**config.mk**
```make
export PLATFORM = sky130hd
export DESIGN_NAME = fixed_to_fp_arbiter_flat
export DESIGN_NICKNAME = d
export VERILOG_FILES = /design/src/rtl/fixed_to_fp_arbiter_if.sv /design/src/rtl/fixed_to_fp_arbiter.sv /design/src/flat_wrapper.sv
export SDC_FILE = /design/constraint.sdc
export NUM_CORES = 1
export LEC_CHECK = 0
export CORE_AREA = 2 2 101 103
export DETAILED_ROUTE_END_ITERATION = 6
export DIE_AREA = 0 0 103 105
export GPL_TIMING_DRIVEN = 0
export PLACE_DENSITY = 0.77
export SYNTH_ARGS = -nofsm -noshare
export SYNTH_HDL_FRONTEND = slang
export SYNTH_SLANG_ARGS = --single-unit
```
**constraint.sdc**
```tcl
create_clock -name clk_i -period 2.9 [get_ports clk_i]
set_input_delay 0.29 -clock clk_i [delete_from_list [all_inputs] [get_ports clk_i]]
set_output_delay 0.29 -clock clk_i [all_outputs]
set_load 0.01 [all_outputs]
```
**src/rtl/fixed_to_fp_arbiter_if.sv**
```systemverilog
// Bus between NUM_REQ fixed-point producers, the shared converter block and the FP output consumer.
// The block uses the slave view; producers/consumer (or a bench) use the master view.
interface fixed_to_fp_arbiter_if #(
  parameter int NUM_REQ = 4,
  parameter int ID_W    = 2,
  parameter int CNT_W   = 16
);
  logic [NUM_REQ-1:0]    req_valid_i;
  logic [NUM_REQ-1:0]    req_sign_i;
  logic [NUM_REQ-1:0]    req_integer_i;
  logic [NUM_REQ*19-1:0] req_frac_i;
  logic [NUM_REQ-1:0]    req_ready_o;
  logic                  fp_valid_o;
  logic [31:0]           fp_o;
  logic [ID_W-1:0]       fp_id_o;
  logic                  fp_range_err_o;
  logic                  fp_ready_i;
  logic [CNT_W-1:0]      conv_count_o;

  modport slave (
    input  req_valid_i, req_sign_i, req_integer_i, req_frac_i, fp_ready_i,
    output req_ready_o, fp_valid_o, fp_o, fp_id_o, fp_range_err_o, conv_count_o
  );

  modport master (
    output req_valid_i, req_sign_i, req_integer_i, req_frac_i, fp_ready_i,
    input  req_ready_o, fp_valid_o, fp_o, fp_id_o, fp_range_err_o, conv_count_o
  );
endinterface

```
**src/rtl/fixed_to_fp_arbiter.sv**
```systemverilog
// Round-robin sharing of one combinational Q1.19 (sign/int/frac) to IEEE-754 converter,
// with a one-deep registered result stage on a valid/ready output.
module fixed_to_fp_arbiter #(
  parameter int NUM_REQ = 4,
  parameter int ID_W    = 2,
  parameter int CNT_W   = 16
) (
  input  logic                   clk_i,
  input  logic                   rst_i,
  fixed_to_fp_arbiter_if.slave   bus
);

  typedef enum logic {EMPTY = 1'b0, FULL = 1'b1} state_t;

  // Returns {range_err, fp32}; integer bit saturates to +/-1.0, no rounding needed since 19 bits fit in 23.
  function automatic logic [32:0] fixed_to_fp(input logic sign, input logic int_bit, input logic [18:0] frac);
    logic [4:0]  p;
    logic [18:0] sh;
    logic [7:0]  exp_v;
    logic [32:0] res;
    p = 5'd0;
    for (int i = 0; i < 19; i++) begin
      p = frac[i] ? 5'(19 - i) : p;
    end
    sh    = frac << p;
    exp_v = 8'd127 - {3'd0, p};
    if (int_bit) begin
      res = {(frac != 19'd0), sign, 8'd127, 23'd0};
    end else if (frac == 19'd0) begin
      res = 33'd0;
    end else begin
      res = {1'b0, sign, exp_v, sh, 4'd0};
    end
    return res;
  endfunction

  state_t              state_r, state_nxt_s;
  logic [ID_W-1:0]     rr_r;
  logic [31:0]         fp_r;
  logic [ID_W-1:0]     fp_id_r;
  logic                fp_err_r;
  logic [CNT_W-1:0]    conv_count_r;

  logic                can_accept_s;
  logic                found_s;
  logic                accept_s;
  logic [ID_W-1:0]     grant_s;
  logic [ID_W-1:0]     cand_s;
  logic [NUM_REQ-1:0]  req_ready_s;
  logic [32:0]         conv_s;

  assign can_accept_s = (state_r == EMPTY) | bus.fp_ready_i;
  assign accept_s     = found_s & can_accept_s;

  // Round-robin search from rr_r, first valid requester wins.
  always_comb begin
    found_s     = 1'b0;
    grant_s     = '0;
    cand_s      = '0;
    req_ready_s = '0;
    for (int k = 0; k < NUM_REQ; k++) begin
      cand_s = ID_W'((int'(rr_r) + k) % NUM_REQ);
      if (!found_s && bus.req_valid_i[cand_s]) begin
        found_s = 1'b1;
        grant_s = cand_s;
      end else begin
        found_s = found_s;
      end
    end
    if (accept_s) begin
      req_ready_s[grant_s] = 1'b1;
    end else begin
      req_ready_s = '0;
    end
  end

  // Converter fed from the granted requester.
  always_comb begin
    conv_s = fixed_to_fp(bus.req_sign_i[grant_s], bus.req_integer_i[grant_s],
                         bus.req_frac_i[int'(grant_s)*19 +: 19]);
  end

  // Output-stage next state.
  always_comb begin
    state_nxt_s = state_r;
    case (state_r)
      EMPTY:   state_nxt_s = accept_s ? FULL : EMPTY;
      FULL: begin
        if (accept_s) begin
          state_nxt_s = FULL;
        end else if (bus.fp_ready_i) begin
          state_nxt_s = EMPTY;
        end else begin
          state_nxt_s = FULL;
        end
      end
      default: state_nxt_s = EMPTY;
    endcase
  end

  // State, pointer and result registers; payload only changes on accept so a stall holds it.
  always_ff @(posedge clk_i) begin
    if (rst_i) begin
      state_r      <= EMPTY;
      rr_r         <= '0;
      fp_r         <= 32'd0;
      fp_id_r      <= '0;
      fp_err_r     <= 1'b0;
      conv_count_r <= '0;
    end else begin
      state_r <= state_nxt_s;
      if (accept_s) begin
        rr_r         <= ID_W'((int'(grant_s) + 1) % NUM_REQ);
        fp_r         <= conv_s[31:0];
        fp_err_r     <= conv_s[32];
        fp_id_r      <= grant_s;
        conv_count_r <= conv_count_r + CNT_W'(1);
      end else begin
        rr_r         <= rr_r;
        fp_r         <= fp_r;
        fp_err_r     <= fp_err_r;
        fp_id_r      <= fp_id_r;
        conv_count_r <= conv_count_r;
      end
    end
  end

  assign bus.req_ready_o    = req_ready_s;
  assign bus.fp_valid_o     = (state_r == FULL);
  assign bus.fp_o           = fp_r;
  assign bus.fp_id_o        = fp_id_r;
  assign bus.fp_range_err_o = fp_err_r;
  assign bus.conv_count_o   = conv_count_r;

endmodule
```
**src/flat_wrapper.sv**
```systemverilog
// flat-port wrapper written by rule: the top's interface ports become plain ports
module fixed_to_fp_arbiter_flat 
#(
  parameter int NUM_REQ = 4,
  parameter int ID_W    = 2,
  parameter int CNT_W   = 16
)
  (clk_i, rst_i, bus_req_valid_i, bus_req_sign_i, bus_req_integer_i, bus_req_frac_i, bus_fp_ready_i, bus_req_ready_o, bus_fp_valid_o, bus_fp_o, bus_fp_id_o, bus_fp_range_err_o, bus_conv_count_o);
  fixed_to_fp_arbiter_if #(.NUM_REQ(NUM_REQ), .ID_W(ID_W), .CNT_W(CNT_W)) bus_i ();
  input  logic clk_i;
  input  logic rst_i;
  input wire logic [$bits(bus_i.req_valid_i)-1:0] bus_req_valid_i;
  input wire logic [$bits(bus_i.req_sign_i)-1:0] bus_req_sign_i;
  input wire logic [$bits(bus_i.req_integer_i)-1:0] bus_req_integer_i;
  input wire logic [$bits(bus_i.req_frac_i)-1:0] bus_req_frac_i;
  input wire logic [$bits(bus_i.fp_ready_i)-1:0] bus_fp_ready_i;
  output wire logic [$bits(bus_i.req_ready_o)-1:0] bus_req_ready_o;
  output wire logic [$bits(bus_i.fp_valid_o)-1:0] bus_fp_valid_o;
  output wire logic [$bits(bus_i.fp_o)-1:0] bus_fp_o;
  output wire logic [$bits(bus_i.fp_id_o)-1:0] bus_fp_id_o;
  output wire logic [$bits(bus_i.fp_range_err_o)-1:0] bus_fp_range_err_o;
  output wire logic [$bits(bus_i.conv_count_o)-1:0] bus_conv_count_o;
  assign bus_i.req_valid_i = bus_req_valid_i;
  assign bus_i.req_sign_i = bus_req_sign_i;
  assign bus_i.req_integer_i = bus_req_integer_i;
  assign bus_i.req_frac_i = bus_req_frac_i;
  assign bus_i.fp_ready_i = bus_fp_ready_i;
  assign bus_req_ready_o = bus_i.req_ready_o;
  assign bus_fp_valid_o = bus_i.fp_valid_o;
  assign bus_fp_o = bus_i.fp_o;
  assign bus_fp_id_o = bus_i.fp_id_o;
  assign bus_fp_range_err_o = bus_i.fp_range_err_o;
  assign bus_conv_count_o = bus_i.conv_count_o;
  fixed_to_fp_arbiter #(.NUM_REQ(NUM_REQ), .ID_W(ID_W), .CNT_W(CNT_W)) u_core (.clk_i(clk_i), .rst_i(rst_i), .bus(bus_i));
endmodule
```
==> impl_metrics.tcl <==
set metrics [dict create \
    synth_edf_count 0 \
    drtIter0Drc 312 \
    worstMarginPinSlew_ns 0.683 \
    timing.rr.end "u_core.bus.fp_o[22]$_SDFFE_PP0P_" \
    cts.clk_slew.worst_paths_ns 0.10 \
    worstHoldStart "u_core.bus.fp_o[17]$_SDFFE_PP0P_" \
    grt_overflow 0 \
    r2r-start "u_core.rr_r[1]$_SDFFE_PP0P_" \
    ys_seq_elements 48 \
    numCtsBuffers 5 \
    via_per_inst 5.87 \
    holdBufCountCts 0 \
    drive_gt1_frac 0.299 \
    grt_util_met1 0.331 \
    netlist_area_um2 3910 \
    post-dp-hpwl_um 10800 \
    wl_um 16000 \
    failed_checks "setup timing" \
    p_per_area_nw_per_um2 605 \
    initial_core_util 0.406 \
    drt_pass1_iterations 7 \
    cts-htree-levels 2 \
    min_to "u_core.bus.fp_o[17]$_SDFFE_PP0P_" \
    p_sw_frac 0.414 \
    avgSynthCellArea_um2 7.49 \
    ys_warn_count 0 \
    synthArstFlopShare 0 \
    synthCells 522 \
    top_usage_layer "met2" \
    drv_slew 0 \
    global_route.usage.met2 0.516 \
    period_minus_slack_ns 3.47 \
    finalHoldViolCount 0 \
    clock.fmax_ghz 0.288 \
    design_area_um2 6850 \
    dieArea_um2 10800 \
    whs_path_depth 2 \
    antenna_found_initial 0 \
    post_drt_wl_per_cell_um 18.5 \
    fin_skew_ns 0.0137 \
    place_ws_ns -1.38 \
    rsz0062_at_grt "true" \
    synth-seq-area-share 0.246 \
    grt_pass1_wl_um 24600 \
    port_buffers 141 \
    status "finished, violations left" \
    intPower_mw 2.43 \
    vias 5066 \
    cts.sinks 48 \
    root_buffer "clkbuf_8" \
    ys_types 70 \
    critical_path.startpoint_type "register" \
    grt_pass1_vias 5025 \
    grtUsageMet3 0.0388 \
    rows 36 \
    ios 147 \
    cts_buffer_depth 2 \
    worstPathRequired_ns 3.11 \
    vdd_drop_max_v 0.000309 \
    diodes 0 \
    path_class "reg -> reg" \
    dieWidth_um 103 \
    routabilityCongestion 0.893 \
    p_clk_frac 0.141 \
    fin_ws_ns -0.573 \
    core_um2 9640 \
    track_usage 0.282 \
    ant_nets 0 \
    clock_latency_ns 0.30 \
    relSlewSlack 0.543 \
    r2r_slack_ns -0.57 \
    r2r_cells 13 \
    p_seq_frac 0.192 \
    hold_path.class "reg -> reg" \
    die_h_um 105 \
    fin_crit_sh 1.20 \
    place_area_um2 5570 \
    tritoncts "yes" \
    drv_cap 0 \
    crit_start "u_core.rr_r[1]$_SDFFE_PP0P_" \
    syn_to_final_growth_pct 75.3 \
    p_leak_nw 2.58 \
    combPwrFrac 0.667 \
    yosys_most_used_dff "dfxtp_1" \
    crit_arrival_ns 3.68 \
    crit_fanout 9 \
    power_mw 4.15 \
    drc 0 \
    cp-end-kind "register" \
    setup_viol 25 \
    power_switching_mw 1.72 \
    fin_nets 825 \
    grt_max_degree 17 \
]
## metrics by stage
| step | setup TNS [ns] | cells | hold WS (ns) | utilization |
|---|---|---|---|---|
| global route | -13.79 | 863 | 0.488 | 0.711 |
| finish | -10.29 | 863 | 0.459 | 0.711 |
| CTS | -6.49 | 857 | 0.460 | 0.697 |
| global placement | -28.59 | 800 | 0.441 | 0.578 |
| floorplan | -1.23 | 526 | 0.462 | - |
| detailed placement | -29.81 | 800 | 0.447 | 0.578 |
## sequential cells by signal (all words and copies together) (netlist names)
signal                     count
u_core.bus.fp_o               26
u_core.bus.conv_count_o       16
u_core.bus.fp_id_o             2
u_core.rr_r                    2
u_core.bus.fp_range_err_o      1
u_core.bus.fp_valid_o          1
## worst max-delay path by stage
stage	end	depth (start not counted)	slack (ns)
floorplan	u_core.bus.fp_o[22]$_SDFFE_PP0P_	14	-0.20
finish	u_core.bus.fp_o[22]$_SDFFE_PP0P_	13	-0.57
detailed placement	u_core.bus.fp_o[18]$_SDFFE_PP0P_	15	-1.38
global placement	u_core.bus.fp_o[18]$_SDFFE_PP0P_	15	-1.39
global route	u_core.bus.fp_o[20]$_SDFFE_PP0P_	15	-0.71
CTS	u_core.bus.fp_o[22]$_SDFFE_PP0P_	15	-0.42
## power by group through the flow
| stage | clock network, mW | logic, mW | registers [mW] |
|---|---|---|---|
| 5_1_grt | 0.613 | 2.89 | 0.807 |
| 2_1_floorplan | 0 | 1.16 | 0.834 |
| 3_5_place_dp | 0 | 1.81 | 0.809 |
| 3_3_place_gp | 0 | 1.80 | 0.804 |
| 4_1_cts | 0.587 | 2.54 | 0.797 |
| 6_report | 0.585 | 2.76 | 0.798 |
## area by class of cell
| class | instances | area, um2 |
|---|---|---|
| plain buffers | 36 | 294 |
| well taps | 133 | 166 |
| clock buffers | 5 | 68.8 |
| flip-flops and latches | 48 | 966 |
| clock inverters | 3 | 68.8 |
| multi-input cells | 435 | 3360 |
| inverters | 4 | 27.5 |
| fillers | 738 | 2790 |
| repair buffers | 199 | 1900 |
## logic make-up (layout without fill, tap and decap cells)
kind of cell,after synthesis,after routing,synth area share
and+or+nand+nor,231,231,0.296
AOI/OAI and AO/OA,150,150,0.264
DFF,48,48,0.246
buffers and inverters,43,247,0.0618
muxes,34,34,0.0928
xor gates and xnor gates,10,10,0.0224
adders and majority gates,5,5,0.0160
other,1,5,0.000959
## critical path: stages (launching register included)
cell	delay [ns]
dfxtp_4	0.37
and2_4	0.18
o211a_4	0.26
buf_6	0.14
o21ai_0	0.29
nand3_1	0.24
a22oi_2	0.22
buf_4	0.14
nand3b_1	0.14
or2_1	0.29
nand2b_1	0.18
or3_1	0.36
o221a_2	0.32
a221oi_2	0.25
## layout by cell type (no fill, tap or decap), types with 5 or more instances in the layout
cell / netlist / final
clkbuf_1: 17 / 8
a21oi_1: 27 / 22
nand2_1: 65 / 60
mux2i_2: 0 / 13
clkdlybuf4s50_1: 0 / 137
mux2_4: 0 / 6
o21ai_2: 0 / 7
dfxtp_1: 48 / 46
o21ai_1: 6 / 14
o211ai_1: 5 / 5
a211oi_2: 1 / 5
mux2i_4: 0 / 7
nand2b_1: 9 / 6
or3_1: 7 / 6
conb_1: 1 / 5
a221oi_2: 2 / 7
a21oi_2: 1 / 6
and2_1: 16 / 15
ha_1: 5 / 5
a211oi_1: 13 / 7
clkbuf_8: 0 / 6
nor2_1: 37 / 31
and3_1: 11 / 11
nor2_4: 0 / 5
nand3_2: 1 / 5
nand2_2: 2 / 5
a22oi_1: 10 / 6
mux2i_1: 25 / 5
nand4_1: 7 / 7
o21ai_0: 35 / 20
xor2_1: 9 / 9
buf_6: 4 / 14
nand3_1: 48 / 40
buf_4: 11 / 56
## synthesized netlist by cell type, types with 4 or more instances
master,n,area [um2]
buf_2,7,35.0
nand4_1,7,43.8
xor2_1,9,78.8
buf_6,4,45.0
nor2_1,37,139
a221oi_1,6,52.6
clkbuf_1,17,63.8
o21ai_1,6,30.0
mux2_2,8,90.1
nand2_1,65,244
o21ai_0,35,175
o221ai_1,4,35.0
nand2b_1,9,56.3
o211ai_1,5,37.5
nor2b_1,5,31.3
buf_4,11,82.6
nand3_1,48,240
a211oi_1,13,97.6
dfxtp_1,48,961
and2_1,16,100
nor3_1,4,20.0
o22ai_1,5,31.3
ha_1,5,62.6
a21oi_1,27,135
mux2i_1,25,250
and3_1,11,68.8
a22oi_1,10,75.1
or3_1,7,43.8
## repair_timing
item / 4_1_cts / 5_1_grt
gates cloned: 2 / 0
pin swaps: 39 / 17
setup buffers: 51 / 6
resized for setup: 153 / 25
setup endpoints to repair: 29 / 25
## per-layer routing
metal  up-vias  part of all wire
li1       2346                 -
met1      2400              0.40
met2       266              0.51
met3        54             0.068
met4         0             0.029
met5         -                 0
No activity file was read; power rests on OpenSTA's default activity.
